File: src/rtl/rdac_serial_loader.sv
// rdac_serial_loader: serial write engine for the RDAC chip.
// Releases the chip-clock divider, follows its output edges in the clki domain
// and shifts a parallel word out MSB-first under an active-low chip select.
//
//   state   | meaning
//   --------+---------------------------------------------------------------
//   S_IDLE  | waiting for start; divider held, cs_n high
//   S_SHIFT | divider running; count rises, shift on falls
//   S_HOLD  | divider stopped; cs_n held low HOLD_CYC cycles after last bit
//   S_GAP   | cs_n high, still busy for HOLD_CYC cycles (min inter-frame gap)
`timescale 1ns/1ps
module rdac_serial_loader #(
    parameter int DATA_W   = 16,
    parameter int HOLD_CYC = 4
) (
    input  logic              i_clki,
    input  logic              i_rst,
    input  logic              i_start,
    input  logic [DATA_W-1:0] i_din,
    input  logic              i_sc_clk,
    output logic              o_div_enb,
    output logic              o_cs_n,
    output logic              o_sdo,
    output logic              o_busy,
    output logic              o_done
);

    localparam int CNT_W = $clog2(DATA_W + 1);
    localparam int HC_W  = (HOLD_CYC > 1) ? $clog2(HOLD_CYC) : 1;

    localparam logic [1:0] S_IDLE  = 2'd0;
    localparam logic [1:0] S_SHIFT = 2'd1;
    localparam logic [1:0] S_HOLD  = 2'd2;
    localparam logic [1:0] S_GAP   = 2'd3;

    localparam logic [CNT_W-1:0] BIT_LAST  = CNT_W'(DATA_W);
    localparam logic [HC_W-1:0]  HOLD_LOAD = HC_W'(HOLD_CYC - 1);

    logic [1:0]        r_state;
    logic              r_sc_d;
    logic [DATA_W-1:0] r_shreg;
    logic [CNT_W-1:0]  r_bit_cnt;
    logic [HC_W-1:0]   r_hold_cnt;
    logic              r_div_enb;
    logic              r_cs_n;
    logic              r_busy;
    logic              r_done;

    logic w_rise;
    logic w_fall;
    logic w_drive_sdo;

    assign w_rise      = i_sc_clk & ~r_sc_d;
    assign w_fall      = ~i_sc_clk & r_sc_d;
    // The MSB is only presented while a frame owns the line; otherwise sdo rests low.
    assign w_drive_sdo = (r_state == S_SHIFT) || (r_state == S_HOLD);

    assign o_div_enb = r_div_enb;
    assign o_cs_n    = r_cs_n;
    assign o_sdo     = w_drive_sdo & r_shreg[DATA_W-1];
    assign o_busy    = r_busy;
    assign o_done    = r_done;

    // Delayed copy of the divided clock for edge detection.
    always_ff @(posedge i_clki or posedge i_rst) begin
        if (i_rst) begin
            r_sc_d <= 1'b0;
        end else begin
            r_sc_d <= i_sc_clk;
        end
    end

    // Frame sequencer: load, shift on divider edges, CS hold, inter-frame gap.
    always_ff @(posedge i_clki or posedge i_rst) begin
        if (i_rst) begin
            r_state    <= S_IDLE;
            r_shreg    <= '0;
            r_bit_cnt  <= '0;
            r_hold_cnt <= '0;
            r_div_enb  <= 1'b1;
            r_cs_n     <= 1'b1;
            r_busy     <= 1'b0;
            r_done     <= 1'b0;
        end else begin
            r_done <= 1'b0;
            case (r_state)
                S_IDLE: begin
                    if (i_start) begin
                        r_shreg   <= i_din;
                        r_bit_cnt <= '0;
                        r_cs_n    <= 1'b0;
                        r_div_enb <= 1'b0;
                        r_busy    <= 1'b1;
                        r_state   <= S_SHIFT;
                    end
                end
                S_SHIFT: begin
                    // Saturate so a stray extra rise cannot wrap the count.
                    if (w_rise && (r_bit_cnt < BIT_LAST)) begin
                        r_bit_cnt <= r_bit_cnt + CNT_W'(1);
                    end
                    if (w_fall) begin
                        if (r_bit_cnt < BIT_LAST) begin
                            r_shreg <= {r_shreg[DATA_W-2:0], 1'b0};
                        end else begin
                            // Last bit already sampled by the device: stop the divider.
                            r_div_enb  <= 1'b1;
                            r_hold_cnt <= HOLD_LOAD;
                            r_state    <= S_HOLD;
                        end
                    end
                end
                S_HOLD: begin
                    if (r_hold_cnt == '0) begin
                        r_cs_n     <= 1'b1;
                        r_done     <= 1'b1;
                        r_hold_cnt <= HOLD_LOAD;
                        r_state    <= S_GAP;
                    end else begin
                        r_hold_cnt <= r_hold_cnt - HC_W'(1);
                    end
                end
                S_GAP: begin
                    if (r_hold_cnt == '0) begin
                        r_busy  <= 1'b0;
                        r_state <= S_IDLE;
                    end else begin
                        r_hold_cnt <= r_hold_cnt - HC_W'(1);
                    end
                end
                default: begin
                    r_state <= S_IDLE;
                end
            endcase
        end
    end

endmodule
File: config.mk
export PLATFORM = sky130hd
export DESIGN_NAME = rdac_serial_loader
export DESIGN_NICKNAME = d
export VERILOG_FILES = /design/src/rtl/rdac_serial_loader.sv
export SDC_FILE = /design/constraint.sdc
export NUM_CORES = 1
export LEC_CHECK = 0
export ABC_AREA = 1
export BUFFER_PORTS_ARGS = -buffer_cell sky130_fd_sc_hd__buf_2
export CAP_MARGIN = 25
export CORE_UTILIZATION = 45
export DETAILED_ROUTE_END_ITERATION = 10
export PLACE_DENSITY = 0.65
export SYNTH_ARGS = -nofsm -noshare
export SYNTH_HDL_FRONTEND = slang
export SYNTH_SLANG_ARGS = --single-unit
File: constraint.sdc
create_clock -name i_clki -period 1.94 [get_ports i_clki]
set_input_delay 0.194 -clock i_clki [delete_from_list [all_inputs] [get_ports i_clki]]
set_output_delay 0.194 -clock i_clki [all_outputs]
set_load 0.01 [all_outputs]
==> results.ini <==
[status]
status=finished clean

[min_path]
whs_path_depth=1
worstHoldStart=i_sc_clk
hp-class=input port to register
min_to=r_sc_d

[synthesis]
yosysTopAreaCellShare_pct=41.92
synth_cell_types=22
synth_fp_nets=258
synth_area_mm2=0.001672
synthCells=230
synth.avg_cell_area_um2=7.268
ys_top_cells_by_area=dfrtp_1 42%, nand2_1 29%, ha_1 6.0%, inv_1 4.0%, dfstp_2 3.1%
synth_top_area_cell=dfrtp_1
ys_seq_area_share_pct=45.06
ys_ff_latch=30
yosysWarningCount=0

[layout]
fin_nets=287
num_antenna_cells=0
fill_cells=343
fin_area_mm2=0.001917
drive_gt1_share_pct=16.22
final_util_pct=55.69
area_growth_pct=14.67

[pwr]
power_leakage_nw=1.108
comb_power_share_pct=49.8
power_density_mw_per_mm2=1567
netSwitchingFraction_pct=44.25
internal-power_w=0.001675
power.total_w=0.003005
power_switching_w=0.001329
clockPowerShare_pct=15.3
p_seq_share_pct=34.9
vdd_drop_max_v=0.0006393

[routing]
wl_met2_mm=1.422
antenna_left=0
drc_errors=0
dr.pass1.iters=4
wl_per_cell_um=10.67
drtIter0Drc=86
vias_per_cell=4.613
met3_wirelength_um=142
wl_met1_mm=1.646
routed.top_layer=met4
vias=1407
drt_wl_total_mm=3.254

[critical_path]
worst_ep_required_time_ns=2.13
rr_worst_depth=5
worstPathMaxFanout=17
timing.rr.start=r_state[1]
worst-path-stages=5
crit_start=r_state[1]
start_kind=register
crit_family=buffers and inverters
cp_num_buf_inv=2
crit_path_max_incr_delay_ns=0.42
r2r_slack_ns=0.20
r2r_end=r_bit_cnt[0]
slowest_stage=dfrtp_1
cp_common_cell=inv_1
arrival_ns=1.93
critical_path_class=register to register
cp_cell_sequence=inv_1, ha_1, inv_1, or2_0, o21ai_0
end_kind=register

[clock_network]
cts_resized=0
postCtsSetupBuffers=0
clock_latency_ns=0.27
cts_max_level=2
cts_made_buffers=5
clockRootBuffer=clkbuf_8
cts_buffer_depth=2
clk_transition_reported_paths_ns=0.06
clkSinkCount=30
cts_tree=built

[sta]
rsz0062_at_grt=yes
fin_skew_ns=0.006430
hold_viol_final=0
worst_slew_pin_slew_ns=0.5093
slew_headroom_pct=66.01
tns_ns=0
fin_crit_ns=1.745
slew_viol_final=0
finalSetupViolations=0
max_clock_freq_ghz=0.5732
period_share_pct=89.92

[floorplan]
start_util_pct=48.56
fp.dieH_um=62.95
core_mm2=0.003442
pin_count=25
die_w_um=62.95
fp.dieArea_mm2=0.003963
rows=21

[job]
cap_violations=0

[global_route]
grt_pass1_wl_mm=5.727
antenna_found_initial=0
grt_usage_pct=18.60
grt_pass1_vias=1268
grt_max_degree=31
grt_overflow=0

[placed_design]
dp_hpwl_mm=2.255
portBuffers=24
routabilityCongestion=0.7739
placed_area_mm2=0.001831

## what timing repair did
item | CTS | global route
setup endpoints to repair | 0 | 1
hold buffers | 1 | 0
hold endpoints to repair | 7 | 0
## worst max path at each step
stage,endpoint,slack (ns)
finish,r_bit_cnt[0],0.20
detailed placement,r_bit_cnt[0],0.20
floorplan,r_shreg[15],0.50
global route,r_bit_cnt[0],-0.03
global placement,r_bit_cnt[0],0.26
CTS,r_bit_cnt[0],0.17
## logic make-up after synthesis
logic type,Yosys count,share of synthesized area (%)
simple gates,154,37.72
flops,30,45.06
buf+inv,25,6.886
compound gates,13,4.342
fa+ha+maj,8,5.988
## synth_stat cells
master	instances
or2_0	1
or2_2	2
dfrtp_1	28
o21ai_2	1
o211ai_1	1
nand3_4	1
inv_4	1
nand2_1	131
ha_1	8
buf_4	2
o22ai_1	1
dfstp_2	2
buf_2	3
nor2_1	6
inv_1	18
nand3_1	8
buf_6	1
o21ai_0	10
nand4_1	2
nand3_2	1
nand2_2	1
nand2_4	1
## cell usage in the layout, fill, tap and decap left out, drive strengths merged
| cell type | Yosys | layout |
|---|---|---|
| buf | 6 | 27 |
| dfstp | 2 | 2 |
| clkbuf | 0 | 7 |
| inv | 19 | 19 |
| o22ai | 1 | 1 |
| nand3 | 10 | 10 |
| dfrtp | 28 | 28 |
| nor2 | 6 | 6 |
| or2 | 3 | 3 |
| nand4 | 2 | 2 |
| nand2 | 133 | 133 |
| ha | 8 | 8 |
| o211ai | 1 | 1 |
| dlygate4sd3 | 0 | 1 |
| o21ai | 11 | 11 |
## cell type report
class | instances | area, um2 | area share [%]
multi-input cells | 175 | 803.3 | 41.91
well taps | 46 | 57.56 | 3.003
clock buffers | 7 | 76.32 | 3.982
inverters | 19 | 73.82 | 3.851
flip-flops and latches | 30 | 753.2 | 39.29
repair buffers | 28 | 152.6 | 7.963
## stage by stage
stage	std cells	hold WS, ns	worst slack, ns
after floorplan	230	0.2254	0.5006
after global placement	297	0.2944	0.2593
after detailed placement	297	0.2919	0.1974
after CTS	305	0.04930	0.1686
after global routing	305	0.04679	-0.03302
final	305	0.05178	0.1955
## worst reg2reg max path: cells and delay by family (launching register included)
| family | cells | cell delay [ns] |
|---|---|---|
| and+or+nand+nor | 1 | 0.28 |
| adders and majority gates | 1 | 0.35 |
| DFF | 1 | 0.42 |
| buffers and inverters | 2 | 0.45 |
| AOI/OAI and AO/OA | 1 | 0.16 |
## registers in the layout, indices dropped and copies added, names as in the netlist
name and count:
r_bit_cnt 5, r_state 2, r_sc_d 1, r_hold_cnt 2, o_div_enb 1, o_cs_n 1, o_done 1, o_busy 1
r_shreg 16
## power by group through the flow
stage	logic, W	registers [W]	clock network (W)
floorplan	0.00121	0.00104	0
global placement	0.00149	0.00105	0
detailed placement	0.00153	0.00105	0
CTS	0.00153	0.00104	0.000475
global route	0.00177	0.00108	0.000502
finish	0.00150	0.00105	0.000458
## metal layers
| metal | vias to the layer above | GRT usage [%] |
|---|---|---|
| met5 | - | 0 |
| met4 | 0 | 6.977 |
| met3 | 5 | 4.562 |
| met2 | 26 | 28.49 |
| met1 | 616 | 25.17 |
| li1 | 760 | - |
Note: power is estimated with default switching activity, not from simulation.
